### src/rtl/reg_writeback_queue.sv
// reg_writeback_queue: buffers result writes from execution and drains them one
// per cycle onto the register file write port. It also forwards pending values
// so that operand reads never return stale data.
// Optional feature macro: WB_FWD_EN. When it is defined, the pending-write
// forwarding search is built. When it is undefined, the forwarding outputs are
// tied to zero.
module reg_writeback_queue #(
    parameter int DEPTH = 4,
    parameter int AW    = 5,
    parameter int DW    = 32
) (
    input  logic                        Clk,
    input  logic                        Reset,
    input  logic                        In_Valid,
    output logic                        In_Ready,
    input  logic [AW-1:0]               In_Addr,
    input  logic [DW-1:0]               In_Data,
    input  logic                        Port_Busy,
    input  logic                        Flush,
    output logic [AW-1:0]               W_Addr,
    output logic [DW-1:0]               W_Data,
    output logic                        Write_Reg,
    input  logic [AW-1:0]               Fwd_Addr_A,
    output logic                        Fwd_Hit_A,
    output logic [DW-1:0]               Fwd_Data_A,
    input  logic [AW-1:0]               Fwd_Addr_B,
    output logic                        Fwd_Hit_B,
    output logic [DW-1:0]               Fwd_Data_B,
    output logic [$clog2(DEPTH+2)-1:0]  Pending
);
    localparam int PW = $clog2(DEPTH);
    localparam int CW = $clog2(DEPTH+1);
    localparam int NW = $clog2(DEPTH+2);

    logic [AW-1:0] q_addr [DEPTH];
    logic [DW-1:0] q_data [DEPTH];
    logic [PW-1:0] rd_ptr, wr_ptr;
    logic [CW-1:0] count;
    logic          do_push, do_pop;

    // A full queue refuses a push even when it pops in the same cycle, so ready depends only on count.
    assign In_Ready = (count != CW'(DEPTH));
    // A write to r0 is accepted but discarded. Flush also drops a push made in the same cycle.
    assign do_push  = In_Valid && In_Ready && !Flush && (In_Addr != '0);
    assign do_pop   = (count != '0) && !Port_Busy && !Flush;
    assign Pending  = NW'(count) + NW'(Write_Reg);

    // Queue storage. Its contents are meaningless unless they fall inside the count window, so it has no reset.
    always_ff @(posedge Clk) begin
        if (do_push) begin
            q_addr[wr_ptr] <= In_Addr;
            q_data[wr_ptr] <= In_Data;
        end
    end

    // Pointers, occupancy, and the output stage that feeds the register file write port.
    always_ff @(posedge Clk) begin
        if (Reset) begin
            rd_ptr    <= '0;
            wr_ptr    <= '0;
            count     <= '0;
            Write_Reg <= 1'b0;
            W_Addr    <= '0;
            W_Data    <= '0;
        end else if (Flush) begin
            rd_ptr    <= '0;
            wr_ptr    <= '0;
            count     <= '0;
            Write_Reg <= 1'b0;
        end else begin
            if (do_push) wr_ptr <= wr_ptr + 1'b1;
            if (do_pop) begin
                rd_ptr <= rd_ptr + 1'b1;
                W_Addr <= q_addr[rd_ptr];
                W_Data <= q_data[rd_ptr];
            end
            Write_Reg <= do_pop;
            if (do_push && !do_pop)      count <= count + 1'b1;
            else if (!do_push && do_pop) count <= count - 1'b1;
        end
    end

`ifdef WB_FWD_EN
    logic [PW-1:0] idx_a, idx_b;

    // Walk the queue from the oldest entry to the newest, so a later match overrides an earlier one.
    // The output stage is seeded first because it is the oldest pending write.
    always_comb begin
        Fwd_Hit_A  = 1'b0;
        Fwd_Data_A = '0;
        Fwd_Hit_B  = 1'b0;
        Fwd_Data_B = '0;
        idx_a      = '0;
        idx_b      = '0;
        if (Write_Reg && Fwd_Addr_A != '0 && W_Addr == Fwd_Addr_A) begin
            Fwd_Hit_A  = 1'b1;
            Fwd_Data_A = W_Data;
        end
        if (Write_Reg && Fwd_Addr_B != '0 && W_Addr == Fwd_Addr_B) begin
            Fwd_Hit_B  = 1'b1;
            Fwd_Data_B = W_Data;
        end
        for (int i = 0; i < DEPTH; i++) begin
            if (i < int'(count)) begin
                idx_a = rd_ptr + PW'(i);
                idx_b = rd_ptr + PW'(i);
                if (Fwd_Addr_A != '0 && q_addr[idx_a] == Fwd_Addr_A) begin
                    Fwd_Hit_A  = 1'b1;
                    Fwd_Data_A = q_data[idx_a];
                end
                if (Fwd_Addr_B != '0 && q_addr[idx_b] == Fwd_Addr_B) begin
                    Fwd_Hit_B  = 1'b1;
                    Fwd_Data_B = q_data[idx_b];
                end
            end
        end
    end
`else
    // Without forwarding the consumer stalls on Pending instead, so the lookup addresses are ignored.
    logic unused_fwd_addr;
    assign unused_fwd_addr = ^{Fwd_Addr_A, Fwd_Addr_B};
    assign Fwd_Hit_A  = 1'b0;
    assign Fwd_Data_A = '0;
    assign Fwd_Hit_B  = 1'b0;
    assign Fwd_Data_B = '0;
`endif

endmodule

### config.mk
export PLATFORM = sky130hd
export DESIGN_NAME = reg_writeback_queue
export DESIGN_NICKNAME = d
export VERILOG_FILES = /design/src/rtl/reg_writeback_queue.sv
export SDC_FILE = /design/constraint.sdc
export NUM_CORES = 1
export LEC_CHECK = 0
export CAP_MARGIN = 25
export CORE_MARGIN = 5
export CORE_UTILIZATION = 35
export DETAILED_ROUTE_END_ITERATION = 10
export PLACE_DENSITY = 0.64
export SLEW_MARGIN = 0
export SYNTH_ARGS = -nofsm -noshare
export SYNTH_HDL_FRONTEND = slang
export SYNTH_SLANG_ARGS = --single-unit
export TNS_END_PERCENT = 5
### constraint.sdc
create_clock -name Clk -period 5.6 [get_ports Clk]
set_clock_uncertainty 0.2 [all_clocks]
set_input_delay 0.56 -clock Clk [delete_from_list [all_inputs] [get_ports Clk]]
set_output_delay 0.56 -clock Clk [all_outputs]
set_load 0.05 [all_outputs]
Yosys cells after proc, flatten, opt, wreduce, memory -nomap -nowiden:

Memory sizes are Yosys's and may differ from the RTL's. A register that Yosys moved wholly into a read port is not among the register bits.
Index checks and enable logic that the tools add are counted.

* bits in registers: 8
* RAM bits: 148
* input bits: 52
* logic and storage cells: 33
* memories: 2

* $add $sub $neg: 5
* equal/unequal tests: 1
* multiplexer cells: 4
* bitwise logic cells: 1
* reduce and logical (&&, ||, !) cells: 16

Memories
* q_data: depth 4, bits a word 32, read ports 1, clocked after Yosys merged registers in 1, write ports 1, RTL line 36 `logic [DW-1:0] q_data [DEPTH];`
* q_addr: depth 4, bits a word 5, read ports 1, clocked after Yosys merged registers in 1, write ports 1, RTL line 35 `logic [AW-1:0] q_addr [DEPTH];`

Operators by type and width (number)
* $logic_and A1 B1 Y1: 7
* $mux W3: 2
* $reduce_bool A5 Y1: 1
* $add A2 B1 Y2 const B: 2
* $logic_not A1 Y1: 4
* $add A3 B1 Y3: 1
* $add A3 B1 Y3 const B: 1
* $ne A3 B3 Y1 const B: 1
* $reduce_bool A3 Y1: 1
* $sub A3 B1 Y3 const B: 1
* $mux W1: 2
* $reduce_and A2 Y1: 1
* $reduce_bool A2 Y1: 1
* $reduce_or A2 Y1: 1
* $not A1 Y1: 1

Logic depth before layout (Yosys ltp):

Gate-level depths: netlist of run 1.

* depth in word-level cells: 8
* gate-level depth with buffers: 8

Worst setup path after synthesis of run 1:

No wires, ideal clock.

* kind: input to register
* from: input port In_Addr[0]
* to: memory q_addr[0][0] (enable)
* data arrival time: 2.087 ns
* path slack: 2.915 ns
* stages: 3
* path buffers: 0
* cells stage by stage: nor4_1 a2111oi_4 and2_1

* cells in the longest elaborated chain, start to end: 4

RTL lines
* from (decl): RTL line 16 `input logic [AW-1:0] In_Addr,`
* $reduce_bool A5 Y1: RTL line 44 `assign do_push = In_Valid && In_Ready && !Flush && (In_Addr != '0);`
* $logic_and A1 B1 Y1: RTL line 44
* net do_push: RTL line 39 `logic do_push, do_pop;`
* $mux W1: RTL line 50 `if (do_push) begin`
* $mux W1 (not written as such): RTL line 51 `q_addr[wr_ptr] <= In_Addr;`
* to (decl): RTL line 35

The timed path passes the listed nets, and every way through them passes these cells.

Worst setup path after layout of run 1:

* from: register count[0]
* to: output port Pending[2]

* cells in the longest elaborated chain, start to end: 1

RTL lines
* from (decl): RTL line 38 `logic [CW-1:0] count;`
* from (signal assigned): RTL line 78 `if (do_push && !do_pop) count <= count + 1'b1;`
* from (signal assigned): RTL line 79 `else if (!do_push && do_pop) count <= count - 1'b1;`
* $add A3 B1 Y3: RTL line 46 `assign Pending = NW'(count) + NW'(Write_Reg);`
* to (decl): RTL line 29 `output logic [$clog2(DEPTH+2)-1:0] Pending`

Every way passes these cells.

==> run metrics, run 1 <==
Yosys cell types=31; CP Launch Type=flop; top cells by area, synth=edfxtp_1 59%, dfxtp_1 12%, mux4_2 11%, buf_4 6.6%, a22o_1 4.3%; register area share after synthesis=71.4%; flops & latches, synth=~190; I/O Pins=160; most frequent cells in the layout=148 x edfxtp_1, 83 x clkdlybuf4s50_1, 66 x conb_1; RSZ-0062 raised after global routing=false; n_diodes=0; vias=3556; Root Buffer=clkbuf_16; min Tclk post-route=3.05 ns; cts repair resizes=0; HP Class=flop to flop; final setup fails=0; Cells after DPL=750; Clk Latency, worst-skew pair=0.42 ns; initial core utilization=35.6%; period utilisation layout=54.5%; leakage power=a little over 0.003 uW; TritonRoute pass-1 iters=5; post-synth top area share=59.4%; GRT overflow=0; Bufs on Longest Clock Path=2; worst endpoint required time=4.84 ns; final setup TNS=0 ns; CTS H-tree depth=4; Worst Setup End Kind=output port; max_slew headroom=45.2%; area leader, netlist=edfxtp_1; Final Hold Viols=0; # Max-Cap Violations=0; Sink Count=193; layout cells sized above 1=16.6%; Die Ht=156 um; commonest non-fill, non-tap cell in the layout=edfxtp_1; Die ar.=24400 um^2; hold path startpoint=W_Data[0]$_SDFFE_PP0P_; Core ar.=21000 um^2; placed cell area=8460 um^2; largest net degree at the start of global routing=between 40 and 50; Die Width=156 um; Fill cells=about 1800; DRC viols=0; setup repair bufs after CTS=0; Reg2Reg Depth=8; initial antenna violation count=0; Area growth syn-to-layout=20.1%; end point of the worst hold path=W_Data[0]$_SDFFE_PP0P_; Worst Path Arrival=2.29 ns; cell area after synthesis=7480 um^2; FMAX=0.328 GHz; Mean Syn Cell Area=about 19 um^2; IO Port Bufs=between 80 and 90; pwr dens=326 nW/um^2; maximum VDD drop=~0.20 mV; clock-pin slew on the worst setup and hold paths=~0.07 ns; Synth Warn #=0; critical path type=flop to output port; final max-slew violation count=0; CTS tree=yes; Final ANT Viol Nets=0; global-route wire length before repair=21500 um; reg-to-reg slack, setup=2.74 ns; RR Startpoint=count[0]$_SDFFE_PP0P_; WHS Path Cells=1; status=finished, final reports clean; Starting DRT DRC Count=between 200 and 250; DP Wirelength=around 9000 um; Wirelength per Cell=about 18 um; Tightest Pin Transition=roughly 0.8 ns; Post-Synthesis Cells=400; cts hold-fix bufs=0; final net count=554; Final Non-Filler Cells=782; r2r endpoint=count[2]$_SDFFE_PP0P_; vias in the first global route=about 3800; Routed Wire Length=14000 um; crit-path max FO=6; final instance area=8990 um^2; global-route usage over all layers=a little under an eighth; row cnt=53; vias per cell=4.55; RD Place Congestion=0.696; final core utilization=42.8%; total CTS buffers=17
## cells in the mapped netlist
library cell,instances
a2111oi_4,1
a21oi_1,2
a21oi_4,1
a22o_1,37
and2_1,4
buf_1,1
buf_2,8
buf_4,66
buf_6,3
clkbuf_1,3
conb_1,1
dfxtp_1,45
edfxtp_1,148
fa_1,1
ha_1,7
inv_1,6
mux2i_1,4
mux4_2,37
nand2_1,6
nand3_1,1
nand3b_1,1
nor2_1,4
nor3_1,1
nor3b_1,1
nor4_1,2
o21ai_0,1
o31ai_1,1
or2_2,1
or3_1,2
or3_4,1
xor2_1,3
## metal layers
layer,up-vias,routed length (um),track usage [%]
met5,-,0,0
li1,1619,-,-
met4,0,131,3.43
met1,1797,5930,14.9
met3,8,965,3.48
met2,132,6930,19.6
## power by group
group,switching (uW),internal (uW)
Sequential,13.1,1570
Clock,515,573
Combinational,187,74.0
Total,715,2210
## cell type report
class	count	area, um^2	area share (%)
sequential	193	5350	59.5
multi-input combinational	185	1790	19.9
timing repair buffer	91	961	10.7
clock buffer	21	440	4.90
tap	275	344	3.83
clock inverter	11	83.8	0.933
inverter	6	22.5	0.251
## worst max-delay path by stage
stage | startpoint | cells past startpoint | to | slack [ns]
finish | count[0]$_SDFFE_PP0P_ | 4 | Pending[2] | 2.55
global route | In_Addr[2] | 9 | count[2]$_SDFFE_PP0P_ | 2.39
CTS | count[0]$_SDFFE_PP0P_ | 4 | Pending[2] | 2.49
detailed placement | In_Addr[4] | 9 | count[2]$_SDFFE_PP0P_ | 2.10
global placement | In_Addr[4] | 4 | q_data[2][23]$_DFFE_PP_ | 2.12
floorplan | In_Addr[0] | 3 | q_addr[0][0]$_DFFE_PP_ | 2.92
## stage by stage
stage               total power [uW]  hold slack, ns  worst slack, ns
detailed placement              1870           0.264             2.10
finish                          2930           0.282             2.55
global placement                1860           0.268             2.12
global route                    3050           0.296             2.39
floorplan                       1830           0.268             2.92
CTS                             2970           0.284             2.49
## critical path, cell delays in order, from the launching register on
cell and delay (ns):
dfxtp_1 0.51, ha_1 0.22, ha_1 0.15, xor2_1 0.17
clkdlybuf4s50_1 0.83
## registers in the layout, summed over array words and instances (netlist names)
signal,cells
count,3
rd_ptr,2
W_Addr,5
q_data,128
Write_Reg,1
wr_ptr,2
q_addr,20
W_Data,32
## cells by family after synthesis
family	after synthesis	share of synthesized area (%)
AO/OA/AOI/OAI	43	5.22
XOR/XNOR	3	0.351
adder cells (fa/ha/maj)	8	1.44
buffers and inverters	87	8.11
flip-flops	193	71.4
multiplexers	41	11.7
other	1	0.0501
AND/OR/NAND/NOR	24	1.74
No activity file was read; power rests on OpenSTA's default activity.
==> run 2, diff against run 1 <==
==> constraint.sdc (replaced) <==
create_clock -name Clk -period 2.86 [get_ports Clk]
set_clock_uncertainty 0.2 [all_clocks]
set_input_delay 0.286 -clock Clk [delete_from_list [all_inputs] [get_ports Clk]]
set_output_delay 0.286 -clock Clk [all_outputs]
set_load 0.05 [all_outputs]
==> run 2 against run 1 <==
Non-clock buffer count is 13 higher. Sequential share of layout area is 1.2 points lower. Global-route usage is 0.58 points higher. Sequential power is 96% higher. Clock power is 130% higher. Critical endpoint unchanged. Worst hold slack worse by 0.0064 ns. Flip-flop and latch count stayed put.
==> run metrics, run 2 (synthesized netlist as in run 1, its figures left out) <==
cts repair resizes=0; global-route usage over all layers=12.3%; GRT overflow=0; final net count=567; total CTS buffers=17; vias in the first global route=3902; initial core utilization=35.6%; met1 Use GR=between 15 and 20%; Gate power share=8.7%; Wirelength per Cell=18.5 um; CP Launch Type=flop; pwr dens=665 nW/um^2; Routed Wire Length=14700 um; critical path type=flop to output port; vias=3678; final max-slew violation count=0; TritonRoute pass-1 iters=5; Final Hold Viols=0; min Tclk post-route=2.74 ns; worst endpoint required time=around 2.4 ns; crit-path max FO=5; commonest non-fill, non-tap cell in the layout=edfxtp_1; switch share=23.1%; Tightest Pin Transition=between 1 and 1.5 ns; maximum VDD drop=0.415 mV; # Max-Cap Violations=0; I/O Pins=160; sequential share of power=50.6%; most frequent cells in the layout=148 x edfxtp_1, 83 x clkdlybuf4s50_1, 66 x conb_1; met2 Track Usage GR=20.7%; leakage power=roughly 0.0031 uW; internal cell power=4690 uW; IO Port Bufs=83; row cnt=53; clock-pin slew on the worst setup and hold paths=approximately 0.06 ns; layout cells sized above 1=around a fifth; period utilisation layout=between 90% and 100%; initial antenna violation count=0; Worst Setup End Kind=output port; Sink Count=193; Clk pwr share=40.7%; final total power=6100 uW; CTS tree=yes; DRC viols=0; RSZ-0062 raised after global routing=false; GRT Max-Usage Layer=met2; FMAX=0.366 GHz; Starting DRT DRC Count=about 180; Die Ht=between 150 and 200 um; final worst setup slack=0.124 ns; largest net degree at the start of global routing=38; CTS H-tree depth=4; status=finished, final reports clean; Core ar.=21000 um^2; Die ar.=24400 um^2; global-route wire length before repair=roughly 22000 um; RD Place Congestion=0.666; DP Wirelength=9010 um; max reg flops=128; Clk Latency, worst-skew pair=0.43 ns; final setup fails=0; worst slack at placement=-0.110 ns; max_slew headroom=about 32%; HP Class=flop to flop; GRT met3 Usage=between 3 and 4%; Area growth syn-to-layout=22.5%; Sw Pwr=1410 uW; n_diodes=0; Bufs on Longest Clock Path=2; most flop-heavy register=q_data; Worst Path Arrival=2.25 ns; biggest regs=q_data: 128 flops, W_Data: 32 flops, q_addr: 20 flops; vias per cell=between 4 and 5; setup repair bufs after CTS=0; cts hold-fix bufs=0; Die Width=156 um; Final ANT Viol Nets=0; Root Buffer=clkbuf_16
==> run 2: cell count changes in the layout (fill, tap and decap cells not counted), sizes merged <==
cell	before	now
clkbuf	21	19
buf	8	21
inv	9	8
clkinvlp	4	3
bufinv	0	4
==> run 2: layout make-up <==
class	instances	area, um^2
Fill cell	1832	11900
Sequential cell	193	5350
Multi-Input combinational cell	185	1790
Timing Repair Buffer	104	1050
Clock buffer	19	433
Tap cell	275	344
Clock inverter	13	183
Inverter	6	22.5
==> run 2: worst max-delay path, cell delays in order, from the launching register on <==
cell	delay, ns
dfxtp_1	0.31
buf_4	0.16
ha_1	0.19
ha_1	0.19
xor2_1	0.15
clkdlybuf4s50_1	0.83
==> run 2: through the flow <==
step	utilization, %	std cells	hold WS, ns	setup TNS (ns)	instance area (um^2)
floorplan	-	465	0.185	0	7730
global placement	40.7	763	0.268	-0.0944	8550
detailed placement	40.7	763	0.263	-0.110	8550
CTS	43.6	795	0.271	0	9170
global route	43.6	795	0.275	0	9170
finish	43.6	795	0.276	0	9170
==> run 2: per-layer routing <==
| metal | vias up | wire, um | part of all wire, % |
|---|---|---|---|
| met5 | - | 0 | 0 |
| met4 | 0 | 226 | 1.5 |
| met3 | 21 | 1060 | 7.2 |
| met2 | 140 | 7180 | 49 |
| met1 | 1868 | 6250 | 42 |
| li1 | 1649 | - | - |
==> run 2: power groups by stage <==
stage | Clock [uW] | Sequential (uW) | Combinational [uW]
after global placement | 0 | 3150 | 522
after floorplan | 0 | 3200 | 388
final | 2480 | 3090 | 531
after CTS | 2540 | 3090 | 533
after global routing | 2670 | 3090 | 558
after detailed placement | 0 | 3150 | 532
==> run 2: worst paths after layout <==
kind / startpoint / end / slack, ns / cells past startpoint
min reg2reg: W_Addr[3]$_SDFFE_PP0P_ / W_Addr[3]$_SDFFE_PP0P_ / 0.28 / 1
min: W_Addr[3]$_SDFFE_PP0P_ / W_Addr[3]$_SDFFE_PP0P_ / 0.28 / 1
max: count[0]$_SDFFE_PP0P_ / Pending[2] / 0.12 / 5
max reg2reg: count[0]$_SDFFE_PP0P_ / W_Data[28]$_SDFFE_PP0P_ / 0.38 / 5
==> run 3, diff against run 2 <==
--- a/config.mk
+++ b/config.mk
@@ -7,9 +7,9 @@
 export LEC_CHECK = 0
 export CAP_MARGIN = 25
 export CORE_MARGIN = 5
-export CORE_UTILIZATION = 35
+export CORE_UTILIZATION = 32
 export DETAILED_ROUTE_END_ITERATION = 10
-export PLACE_DENSITY = 0.64
+export PLACE_DENSITY = 0.6
 export SLEW_MARGIN = 0
 export SYNTH_ARGS = -nofsm -noshare
 export SYNTH_HDL_FRONTEND = slang
==> run 3 against run 2 <==
Clock-buffer cell count decreased by 2. Cell count increased by 5.4%. Cell area increased by 0.63%. Sequential power about the same.
==> run metrics, run 3 (synthesized netlist as in run 1, its figures left out) <==
worst endpoint required time=2.37 ns; initial antenna violation count=0; RD Place Congestion=0.650; status=finished, final reports clean; CTS H-tree depth=4; Die ar.=26500 um^2; global-route usage over all layers=roughly 11%; final setup fails=0; crit path cell chain=buf_4 -> ha_1 -> ha_1 -> xor2_1 -> clkdlybuf4s50_1; critical path type=flop to output port; largest net degree at the start of global routing=29; worst path bufs/invs=2; Final ANT Viol Nets=0; max reg flops=128; Tightest Pin Transition=around 0.76 ns; multi-input logic area=1790 um^2; Wirelength per Cell=17.9 um; RSZ-0062 raised after global routing=false; max_slew headroom=49.0%; Core ar.=23300 um^2; most frequent cells in the layout=148 x edfxtp_1, 83 x clkdlybuf4s50_1, 66 x conb_1; cts hold-fix bufs=0; row cnt=56; vias=about 3700; clock-pin slew on the worst setup and hold paths=0.08 ns; Final Non-Filler Cells=between 800 and 900; IO Port Bufs=83; final setup TNS=0 ns; Reg area=5350 um^2; layout cells sized above 1=slightly below 20%; Area growth syn-to-layout=23.3%; Bufs on Longest Clock Path=2; Sink Count=193; final max-slew violation count=0; Die Ht=around 160 um; biggest regs=q_data: 128 flops, W_Data: 32 flops, q_addr: 20 flops; Sw Pwr=~1600 uW; CTS tree=yes; switch share=26.5%; TritonRoute pass-1 iters=4; Worst Setup End Kind=output port; Clk pwr share=~40%; sequential share of power=about 51%; top cell family by delay on the critical path=buffers and inverters; Starting DRT DRC Count=138; final net count=566; min Tclk post-route=2.71 ns; I/O Pins=between 150 and 200; Slowest cell on crit path=clkdlybuf4s50_1; Routed Wire Length=15000 um; Stages on worst setup path=5; FMAX=between 0.3 and 0.4 GHz; Reg2Reg Depth=8; GRT overflow=0; DRC viols=0; leakage power=0.00313 uW; period utilisation layout=94.6%; Worst Path Arrival=2.22 ns; commonest non-fill, non-tap cell in the layout=edfxtp_1; critical path's largest stage delay=about 0.82 ns; Final Hold Viols=0; Root Buffer=clkbuf_16; Cells after DPL=806; vias in the first global route=3799; total CTS buffers=17; Die Width=163 um; WHS Path Cells=1; global-route wire length before repair=22600 um; Fill cells=between 2000 and 2500; initial core utilization=32.2%; vias per cell=around 4.4; DP Wirelength=slightly below 10000 um; HP Class=flop to flop; # Max-Cap Violations=0; CP Launch Type=flop; most flop-heavy register=q_data; most used cell, CP=ha_1; maximum VDD drop=0.321 mV; pwr dens=about 650 nW/um^2; n_diodes=0; crit-path max FO=5; internal cell power=about 4400 uW; Gate power share=8.8%; setup repair bufs after CTS=0; final core utilization=39.7%; Clk Latency, worst-skew pair=0.42 ns
-- run 3: layout make-up --
type | instances | area share, %
repair buffers | 103 | 11.4
inverters | 6 | 0.244
clock inverters | 15 | 1.98
clock buffers | 17 | 4.61
flip-flops and latches | 193 | 58.0
well taps | 319 | 4.33
multi-input cells | 185 | 19.4
-- run 3: worst paths after layout --
| check | from | endpoint | slack [ns] |
|---|---|---|---|
| setup / recovery | count[0]$_SDFFE_PP0P_ | Pending[2] | 0.15 |
| setup reg to reg | count[2]$_SDFFE_PP0P_ | count[2]$_SDFFE_PP0P_ | 0.35 |
| hold reg to reg | W_Data[29]$_SDFFE_PP0P_ | W_Data[29]$_SDFFE_PP0P_ | 0.28 |
| hold / removal | W_Data[29]$_SDFFE_PP0P_ | W_Data[29]$_SDFFE_PP0P_ | 0.28 |
-- run 3: power by group through the flow --
| stage | combinational (uW) | sequential, uW | clock (uW) |
|---|---|---|---|
| after floorplan | 388 | 3200 | 0 |
| after global placement | 525 | 3150 | 0 |
| after detailed placement | 531 | 3150 | 0 |
| after CTS | 533 | 3090 | 2480 |
| after global routing | 558 | 3090 | 2590 |
| final | 529 | 3080 | 2390 |
-- run 3: per-stage QoR --
step                total power, uW  area, um^2  setup WS, ns  hold slack, ns
finish                         6010        9230         0.153           0.281
global route                   6240        9230        0.0522           0.264
CTS                            6100        9220        0.0228           0.260
detailed placement             3680        8610       -0.0955           0.268
global placement               3670        8610       -0.0879           0.263
floorplan                      3580        7730         0.270           0.185
-- run 3: metal layers --
layer  GRT usage, %  share of wire [%]
met5              0                  0
met4           3.16               0.76
met3           3.47                6.4
met2           19.3                 50
met1           14.5                 43
-- run 3: timing repair --
item	4_1_cts	5_1_grt
endpoints found under the setup margin	0	1
resized for setup	0	1
endpoints found under the hold margin	0	0
